$ cat config.mk
export PLATFORM = sky130hd
export DESIGN_NAME = fp_add_arbiter_flat
export DESIGN_NICKNAME = d
export VERILOG_FILES = /design/src/rtl/fp_add_arbiter_if.sv /design/src/rtl/fp_add_arbiter.sv /design/src/flat_wrapper.sv
export SDC_FILE = /design/constraint.sdc
export NUM_CORES = 1
export LEC_CHECK = 0
export CAP_MARGIN = 20
export CORE_AREA = 5 5 155 157
export CTS_CLUSTER_SIZE = 12
export DETAILED_ROUTE_END_ITERATION = 10
export DIE_AREA = 0 0 160 162
export PLACE_DENSITY = 0.8
export SETUP_SLACK_MARGIN = 0.1
export SLEW_MARGIN = 10
export SYNTH_ARGS = -nofsm -noshare
export SYNTH_HDL_FRONTEND = slang
export SYNTH_SLANG_ARGS = --single-unit
$ cat constraint.sdc
create_clock -name clk -period 2.3 [get_ports clk]
set_clock_uncertainty 0.05 [all_clocks]
set_input_delay 0.46 -clock clk [delete_from_list [all_inputs] [get_ports clk]]
set_output_delay 0.46 -clock clk [all_outputs]
set_load 0.005 [all_outputs]
$ cat src/rtl/fp_add_arbiter_if.sv
// Bus bundle between the execution-stage requesters, the shared fp_adder and fp_add_arbiter.
// The arbiter connects through the slave modport; the requester/adder side uses master.
interface fp_add_arbiter_if #(
  parameter int unsigned NUM_REQ = 4
);
  logic [NUM_REQ-1:0]    req_valid;
  logic [32*NUM_REQ-1:0] req_op1;
  logic [32*NUM_REQ-1:0] req_op2;
  logic [NUM_REQ-1:0]    req_ready;
  logic [NUM_REQ-1:0]    resp_valid;
  logic [31:0]           resp_result;
  logic                  resp_error;
  logic                  busy;
  logic [31:0]           fpu_op1;
  logic [31:0]           fpu_op2;
  logic                  fpu_valid;
  logic [31:0]           fpu_result;
  logic                  fpu_done;

  modport slave (
    input  req_valid, req_op1, req_op2, fpu_result, fpu_done,
    output req_ready, resp_valid, resp_result, resp_error, busy,
           fpu_op1, fpu_op2, fpu_valid
  );

  modport master (
    output req_valid, req_op1, req_op2, fpu_result, fpu_done,
    input  req_ready, resp_valid, resp_result, resp_error, busy,
           fpu_op1, fpu_op2, fpu_valid
  );
endinterface

$ cat src/rtl/fp_add_arbiter.sv
// Round-robin sequencer sharing one fp_adder among NUM_REQ requesters: accept one
// operand pair, pulse the adder, wait for done or timeout, route the result back.
module fp_add_arbiter #(
  parameter int unsigned NUM_REQ = 4,
  parameter int unsigned TIMEOUT = 64
) (
  input  logic             clk,
  input  logic             reset,
  fp_add_arbiter_if.slave  bus
);
  localparam int unsigned   IW   = (NUM_REQ > 1) ? $clog2(NUM_REQ) : 1;
  localparam logic [IW:0]   NREQ = (IW+1)'(NUM_REQ);
  localparam logic [IW-1:0] LAST = IW'(NUM_REQ - 1);
  localparam logic [7:0]    TO8  = 8'(TIMEOUT);
  localparam logic [31:0]   QNAN = 32'h7FC0_0000;

  typedef enum logic [1:0] {IDLE, ISSUE, WAIT} state_t;

  state_t             state_q, state_d;
  logic [IW-1:0]      ptr_q, ptr_d;
  logic [IW-1:0]      grant_q, grant_d;
  logic [7:0]         cnt_q, cnt_d;
  logic [31:0]        op1_q, op1_d;
  logic [31:0]        op2_q, op2_d;
  logic [31:0]        res_q, res_d;
  logic               err_q, err_d;
  logic [NUM_REQ-1:0] rv_q, rv_d;

  logic               win_found;
  logic [IW-1:0]      win_idx;
  logic [IW:0]        sum;
  logic [31:0]        sel_op1, sel_op2;
  logic [NUM_REQ-1:0] grant_oh;

  // Search from the pointer upward, wrapping modulo NUM_REQ; first pending requester wins.
  always_comb begin
    win_found = 1'b0;
    win_idx   = '0;
    sum       = '0;
    for (int unsigned k = 0; k < NUM_REQ; k++) begin
      sum = {1'b0, ptr_q} + (IW+1)'(k);
      if (sum >= NREQ) sum = sum - NREQ;
      if (!win_found && bus.req_valid[sum[IW-1:0]]) begin
        win_found = 1'b1;
        win_idx   = sum[IW-1:0];
      end
    end
  end

  always_comb begin
    sel_op1  = '0;
    sel_op2  = '0;
    grant_oh = '0;
    for (int unsigned k = 0; k < NUM_REQ; k++) begin
      if (win_idx == IW'(k)) begin
        sel_op1 = bus.req_op1[32*k +: 32];
        sel_op2 = bus.req_op2[32*k +: 32];
      end
    end
    grant_oh[win_idx] = win_found;
  end

  always_comb begin
    state_d = state_q;
    ptr_d   = ptr_q;
    grant_d = grant_q;
    cnt_d   = cnt_q;
    op1_d   = op1_q;
    op2_d   = op2_q;
    res_d   = res_q;
    err_d   = err_q;
    rv_d    = '0;
    case (state_q)
      IDLE: begin
        if (win_found) begin
          state_d = ISSUE;
          grant_d = win_idx;
          ptr_d   = (win_idx == LAST) ? '0 : win_idx + 1'b1;
          op1_d   = sel_op1;
          op2_d   = sel_op2;
        end
      end
      ISSUE: begin
        cnt_d   = '0;
        state_d = WAIT;
      end
      WAIT: begin
        cnt_d = cnt_q + 8'd1;
        // done takes precedence over a timeout expiring in the same cycle
        if (bus.fpu_done) begin
          res_d          = bus.fpu_result;
          err_d          = 1'b0;
          rv_d[grant_q]  = 1'b1;
          state_d        = IDLE;
        end else if (cnt_q + 8'd1 == TO8) begin
          res_d          = QNAN;
          err_d          = 1'b1;
          rv_d[grant_q]  = 1'b1;
          state_d        = IDLE;
        end
      end
      default: state_d = IDLE;
    endcase
  end

  always_ff @(posedge clk or negedge reset) begin
    if (!reset) begin
      state_q <= IDLE;
      ptr_q   <= '0;
      grant_q <= '0;
      cnt_q   <= '0;
      op1_q   <= '0;
      op2_q   <= '0;
      res_q   <= '0;
      err_q   <= 1'b0;
      rv_q    <= '0;
    end else begin
      state_q <= state_d;
      ptr_q   <= ptr_d;
      grant_q <= grant_d;
      cnt_q   <= cnt_d;
      op1_q   <= op1_d;
      op2_q   <= op2_d;
      res_q   <= res_d;
      err_q   <= err_d;
      rv_q    <= rv_d;
    end
  end

  assign bus.req_ready   = (state_q == IDLE) ? grant_oh : '0;
  assign bus.resp_valid  = rv_q;
  assign bus.resp_result = res_q;
  assign bus.resp_error  = err_q;
  assign bus.busy        = (state_q != IDLE);
  assign bus.fpu_valid   = (state_q == ISSUE);
  assign bus.fpu_op1     = op1_q;
  assign bus.fpu_op2     = op2_q;
endmodule

$ cat src/flat_wrapper.sv
// flat-port wrapper written by rule: the top's interface ports become plain ports
module fp_add_arbiter_flat 
#(
  parameter int unsigned NUM_REQ = 4,
  parameter int unsigned TIMEOUT = 64
)
  (clk, reset, bus_req_valid, bus_req_op1, bus_req_op2, bus_fpu_result, bus_fpu_done, bus_req_ready, bus_resp_valid, bus_resp_result, bus_resp_error, bus_busy, bus_fpu_op1, bus_fpu_op2, bus_fpu_valid);
  fp_add_arbiter_if #(.NUM_REQ(NUM_REQ)) bus_i ();
  input  logic clk;
  input  logic reset;
  input wire logic [$bits(bus_i.req_valid)-1:0] bus_req_valid;
  input wire logic [$bits(bus_i.req_op1)-1:0] bus_req_op1;
  input wire logic [$bits(bus_i.req_op2)-1:0] bus_req_op2;
  input wire logic [$bits(bus_i.fpu_result)-1:0] bus_fpu_result;
  input wire logic [$bits(bus_i.fpu_done)-1:0] bus_fpu_done;
  output wire logic [$bits(bus_i.req_ready)-1:0] bus_req_ready;
  output wire logic [$bits(bus_i.resp_valid)-1:0] bus_resp_valid;
  output wire logic [$bits(bus_i.resp_result)-1:0] bus_resp_result;
  output wire logic [$bits(bus_i.resp_error)-1:0] bus_resp_error;
  output wire logic [$bits(bus_i.busy)-1:0] bus_busy;
  output wire logic [$bits(bus_i.fpu_op1)-1:0] bus_fpu_op1;
  output wire logic [$bits(bus_i.fpu_op2)-1:0] bus_fpu_op2;
  output wire logic [$bits(bus_i.fpu_valid)-1:0] bus_fpu_valid;
  assign bus_i.req_valid = bus_req_valid;
  assign bus_i.req_op1 = bus_req_op1;
  assign bus_i.req_op2 = bus_req_op2;
  assign bus_i.fpu_result = bus_fpu_result;
  assign bus_i.fpu_done = bus_fpu_done;
  assign bus_req_ready = bus_i.req_ready;
  assign bus_resp_valid = bus_i.resp_valid;
  assign bus_resp_result = bus_i.resp_result;
  assign bus_resp_error = bus_i.resp_error;
  assign bus_busy = bus_i.busy;
  assign bus_fpu_op1 = bus_i.fpu_op1;
  assign bus_fpu_op2 = bus_i.fpu_op2;
  assign bus_fpu_valid = bus_i.fpu_valid;
  fp_add_arbiter #(.NUM_REQ(NUM_REQ), .TIMEOUT(TIMEOUT)) u_core (.clk(clk), .reset(reset), .bus(bus_i));
endmodule
---- After elaboration in Yosys (flattened, before gate mapping) ----
Cells that the tools add are included.
operators by class
  $add $sub $neg .......................... 9
  $lt $le $gt $ge ......................... 12
  equal/unequal tests ..................... 8
  mux-type cells .......................... 46
  bitwise operators ....................... 1
  reductions and logical operators ........ 16
operators by type and width
  operator               number
  $mux W32               10
  $mux W2                12
  $lt A2 B3 Y1 const B   6
  $mux W4                4
  $pmux W8 S2            1
  $mux W1                12
  $ge A3 B3 Y1 const B   3
  $add A8 B1 Y8 const B  1
  $bmux W1 S2            4
  $eq A8 B7 Y1 const B   1
  $sub A2 B1 Y2 const B  4
  $add A2 B2 Y3 const B  2
  $eq A2 B2 Y1 const B   3
  $pmux W2 S3            1
  $reduce_and A2 Y1      3
  $reduce_bool A2 Y1     3
  $logic_and A1 B1 Y1    5
  $and A4 B4 Y4          1
  $demux W1 S2           2
  $eq A2 B1 Y1 const B   2
  $ge A2 B1 Y1 const B   2
  $logic_not A2 Y1       2
  $add A2 B1 Y3 const B  1
  $ge A2 B3 Y1 const B   1
  4 further kinds        6
storage, ports and cells
  register bits after elaboration ......... 115
  bits of input ports ..................... 295
  output and inout port bits .............. 107
  logic and storage cells ................. 101

---- Logic depth before layout (Yosys ltp) ----
  word-level depth ........................ 20
  mapped depth ............................ 13
  depth with buffers taken out ............ 11

---- Worst setup path after synthesis ----
Ideal clock, no wire load.
  path type ............................... flip-flop to output port
  from .................................... reg u_core.ptr_q[0]
  to ...................................... out bus_req_ready[3]
  arrival time ............................ 1.911 ns
  data required time ...................... 1.790 ns
  path slack .............................. -0.121 ns
  stages on the path, launching flop included .. 9
  buffers on the path ..................... 2
  cell sequence ........................... dfrtp_1 -> nor2b_1 -> a21oi_1 -> o221ai_1 -> nor2_1 -> ha_1 -> clkbuf_1 -> clkbuf_1 -> and3_1
on the way
  longest elaborated chain between the ends .. 20
  elaborated cells on any way between the ends .. 44
  classes of those cells .................. add/sub: 7; order compare: 6; mux: 23; bitwise: 1; reduce/logical: 7
ends and longest elaborated chain
  item                                                                RTL line               source
  start: declaration                                                  fp_add_arbiter.sv:20   logic [IW-1:0] ptr_q, ptr_d;
  start signal: assignment                                            fp_add_arbiter.sv:119  ptr_q <= ptr_d;
  branches (longest 13 deep; another with $add A2 B1 Y3)              n/a
  $mux W2 *                                                           fp_add_arbiter.sv:43   if (!win_found && bus.req_valid[sum[IW-1:0]]) begin
  net u_core.win_idx[0]                                               fp_add_arbiter.sv:30   logic [IW-1:0] win_idx;
  $lt A2 B3 Y1 (not written as such) or $ge A2 B1 Y1 (tied branches)  fp_add_arbiter.sv:60   grant_oh[win_idx] = win_found;
  $logic_and A1 B1 Y1 (not written as such)                           fp_add_arbiter.sv:60
  $mux W1 (not written as such)                                       fp_add_arbiter.sv:60
  $demux W1 S2 *                                                      n/a
  $and A4 B4 Y4 (no line) *                                           n/a
  $mux W4 *                                                           fp_add_arbiter.sv:130  assign bus.req_ready = (state_q == IDLE) ? grant_oh : '0;
  end: declaration                                                    flat_wrapper.sv:16     output wire logic [$bits(bus_i.req_ready)-1:0] bus_req_ready;
Mark *: on every way through the listed nets, which the timed path passes. The select of a mux whose other input is x is not followed.

---- Final worst setup path ----
  from .................................... reg u_core.ptr_q[0]
  to ...................................... reg u_core.op1_q[23], in the netlist u_core.bus.fpu_op1[23]
on the way
  longest elaborated chain between the ends .. 19
  elaborated cells on any way between the ends .. 46
  classes of those cells .................. add/sub: 7; order compare: 4; eq/ne: 3; mux: 24; reduce/logical: 8
ends and longest elaborated chain
  item                                                    RTL line               source
  branches (longest 19 deep; another with $add A2 B1 Y3)  n/a
  end signal: assignment                                  fp_add_arbiter.sv:122  op1_q <= op1_d;
  end: declaration                                        fp_add_arbiter.sv:23   logic [31:0] op1_q, op1_d;
Parallel ways; which one is timed is not known. The select of a mux whose other input is x is not followed.
A chain may end at the register's enable or synchronous reset.

==> impl_results.md <==
- Layout cell share with drive strength beyond 1: 0.202
- WP data arrival: 2.82 ns
- # fillers: 1850
- Post-route DRC: 0
- Post-synthesis cell count: 778
- DR iter-0 viols: 497
- Slew margin rel.: 0.699
- Hold depth: 2
- R2R depth: 13
- Pre-CTS setup slack: -0.871 ns
- Crit end category: flip-flop
- Setup crit end: u_core.bus.fpu_op1[23]
- Max Transition Viols Final: 0
- Seq/Total Area, Yosys: 0.431
- Outcome: finished, violations left
- Synth warn: 0
- Crit-path cells: buf_4, nand2b_4, o22ai_2, o22ai_2, buf_6, ha_4, buf_6, nor2b_4, buf_12, a221oi_1, nor3_1, a21oi_1, o21ai_0
- CTS clock-pin slew for the worst setup and hold paths: 0.06 ns
- Worst Hold Class: reg2reg
- Final setup fails: 68
- DRT Wirelength: 30500 um
- Most frequent cells in the layout: 391 x clkdlybuf4s50_1, 114 x dfrtp_1, 78 x o21ai_1
- Clk root buf: clkbuf_16
- Pleak: 5.14 nW
- Die span in x: 160 um
- Number of global-route vias before repair: 8052
- DRT antenna net count: 0
- Final Hold Viols: 0
- Worst Path Buf+Inv: 4
- Initial antenna violation count: 2
- Worst-skew pair later-pin latency: 0.41 ns
- Critical R2R Launch: u_core.ptr_q[0]
- Core area: 22400 um2
- Largest net degree at the start of global routing: 65
- Setup_tns: -7.45 ns
- Area Growth Syn to Fin: 97.0%
- CP delay by family, top: compound AO/OA/AOI/OAI gates
- Syn Nets: 1082
- Nets: 1504
- Ports: 402
- RSZ-0062 raised after global routing: true
- Drt first pass iters: 5
- Maxcap violations: 0
- FF/Latch Area: 2880 um2
- Synth cell types: 50
- Worst R2R End: u_core.bus.fpu_op1[23]
- Failing checks: negative setup slack
- CP required: 2.57 ns
- Post-layout worst setup margin: -0.256 ns
- Synth Cell Area: 6680 um2
- Layout Cells excl Fill: 1500
- Max Root-Sink Buffers: 2
- First-pass GRT wire length: 44600 um
- Largest stage delay on the critical path: 0.39 ns
- Final period util: 1.11
- Die footprint: 25900 um2
- Stages on worst setup path: 13
- Total grt overflow: 0
- Max FO, Critical Path: 28
- Row cnt: 55
- Tmin final: 2.56 ns
- CTS Buf Count: 17
- Height of the die: 162 um
- FF+latch count, synth: 115
- Worst vdd ir: 587 uV
- Startpoint types: flip-flop
- Gpl congestion: 0.879
- Detailed Place HPWL: 21700 um
- Post-DR vias/cell: 5.25
- Reg2Reg Setup Slack: -0.26 ns
- Placed Cells: 1443
- Routed vias: 7869
- Multi-input gate area: 4350 um2
- TritonCTS Sinks: 115
- CTS tree: yes
- Port Buffer Count: 401
- Crit Path Class: reg2reg
- Wire per inst: 20.3 um
- Max Freq: 391 MHz
- Mapped Avg Cell Area: 8.58 um2
- Commonest non-fill, non-tap cell in the layout: clkdlybuf4s50_1
- Htree depth: 4
- Crit path from: u_core.ptr_q[0]
- Crit path max-delay cell type: dfrtp_2
- Power per cell area: 1240 nW/um2
- Final Power: 0.0164 W
- Worst Tran Pin Value: 0.451 ns
- Gr usage total: 0.216
- Starting Density: 0.299
-- state kept, by name, indices dropped and copies added (netlist names), 2 cells and up --
name                    cells
u_core.bus.fpu_op2         32
u_core.grant_q              2
u_core.bus.fpu_op1         32
u_core.ptr_q                2
u_core.state_q              2
u_core.bus.resp_valid       4
u_core.bus.resp_result     32
u_core.cnt_q                8
-- power breakdown --
group,total (W),internal [W],switching (W)
registers,0.00347,0.00289,0.000583
logic,0.0101,0.00528,0.00478
clock network,0.00283,0.00178,0.00105
-- cell usage after synthesis, drive strengths merged --
master   instances  area share
nand2b          25       0.023
o211ai           3      0.0041
nor2            17       0.011
a21oi           76       0.063
o21ai           97       0.073
nand3            7      0.0052
dfrtp          115        0.43
nor4             1     0.00094
nor3            69       0.052
xor2             1      0.0013
o31ai            1      0.0011
mux2i            1      0.0015
a21boi           1      0.0011
mux2             1      0.0017
o2bb2ai          1      0.0013
ha               9       0.017
a22o             2      0.0026
clkbuf          58       0.033
o221ai           1      0.0013
nand2           77       0.043
or3              1     0.00094
or2              1     0.00094
a31oi            1     0.00094
a221oi          64       0.084
o22ai           12       0.012
xnor2            1      0.0013
a22oi           23       0.026
a211oi           1      0.0011
o221a            1      0.0017
buf             16       0.013
and4             2      0.0030
o21a             3      0.0034
and3             4      0.0037
inv             11      0.0062
and2             2      0.0019
and3b            1      0.0013
nor2b           66       0.062
o2111a           4      0.0067
a21o             1      0.0011
-- worst register-to-register path, stage by stage, from the launching register on --
cell	delay, ns
dfrtp_2	0.39
buf_4	0.13
nand2b_4	0.06
o22ai_2	0.18
o22ai_2	0.12
buf_6	0.16
ha_4	0.18
buf_6	0.12
nor2b_4	0.20
buf_12	0.24
a221oi_1	0.16
nor3_1	0.21
a21oi_1	0.07
o21ai_0	0.18
-- metal layers --
| layer | global-route usage | routed length, um | part of all wire |
|---|---|---|---|
| met1 | 0.251 | 11700 | 0.38 |
| met2 | 0.388 | 15900 | 0.52 |
| met3 | 0.0579 | 2170 | 0.071 |
| met4 | 0.0696 | 734 | 0.024 |
| met5 | 0 | 0 | 0 |
-- how the worst min path moves through the flow --
stage / slack (ns) / to / start
final: 0.43 / u_core.bus.fpu_op2[18] / u_core.bus.fpu_op2[18]
after CTS: 0.43 / u_core.bus.fpu_op1[25] / u_core.bus.fpu_op1[25]
after floorplan: 0.11 / u_core.bus.fpu_op1[0] / reset
after global placement: 0.36 / u_core.bus.resp_error / reset
after detailed placement: 0.36 / u_core.bus.resp_result[28] / reset
after global routing: 0.46 / u_core.bus.fpu_op2[5] / u_core.bus.fpu_op2[5]
-- kinds of logic (layout without fill, tap and decap cells) --
kind of cell | count (synthesis) | in the layout | share of synthesized area
AND/OR/NAND/NOR | 273 | 274 | 0.210
multiplexers | 2 | 2 | 0.00319
XOR/XNOR | 2 | 2 | 0.00262
adder cells (fa/ha/maj) | 9 | 9 | 0.0169
AO/OA/AOI/OAI | 292 | 292 | 0.284
flip-flops | 115 | 115 | 0.431
other | 0 | 2 | 0
buffers and inverters | 85 | 519 | 0.0521
-- stage by stage --
stage | area (um2) | utilization | hold slack (ns)
final | 13200 | 0.588 | 0.432
after global routing | 13200 | 0.588 | 0.460
after CTS | 12700 | 0.567 | 0.432
after detailed placement | 11300 | 0.507 | 0.360
after global placement | 11300 | 0.507 | 0.356
after floorplan | 6770 | - | 0.114
-- layout make-up --
type | instances | area share
repair buffers | 476 | 0.372
multi-input cells | 579 | 0.331
flip-flops and latches | 115 | 0.219
clock buffers | 19 | 0.0344
well taps | 285 | 0.0271
clock inverters | 13 | 0.0130
inverters | 11 | 0.00352
diodes | 2 | 0.000381
-- timing repair --
item,in CTS,in global routing
cloned,2,3
setup endpoints to repair,97,109
resized for setup,167,78
hold buffers,1,0
hold endpoints to repair,26,0
buffers inserted,18,3
pin swaps,14,10
Note: power is estimated with default switching activity, not from simulation.
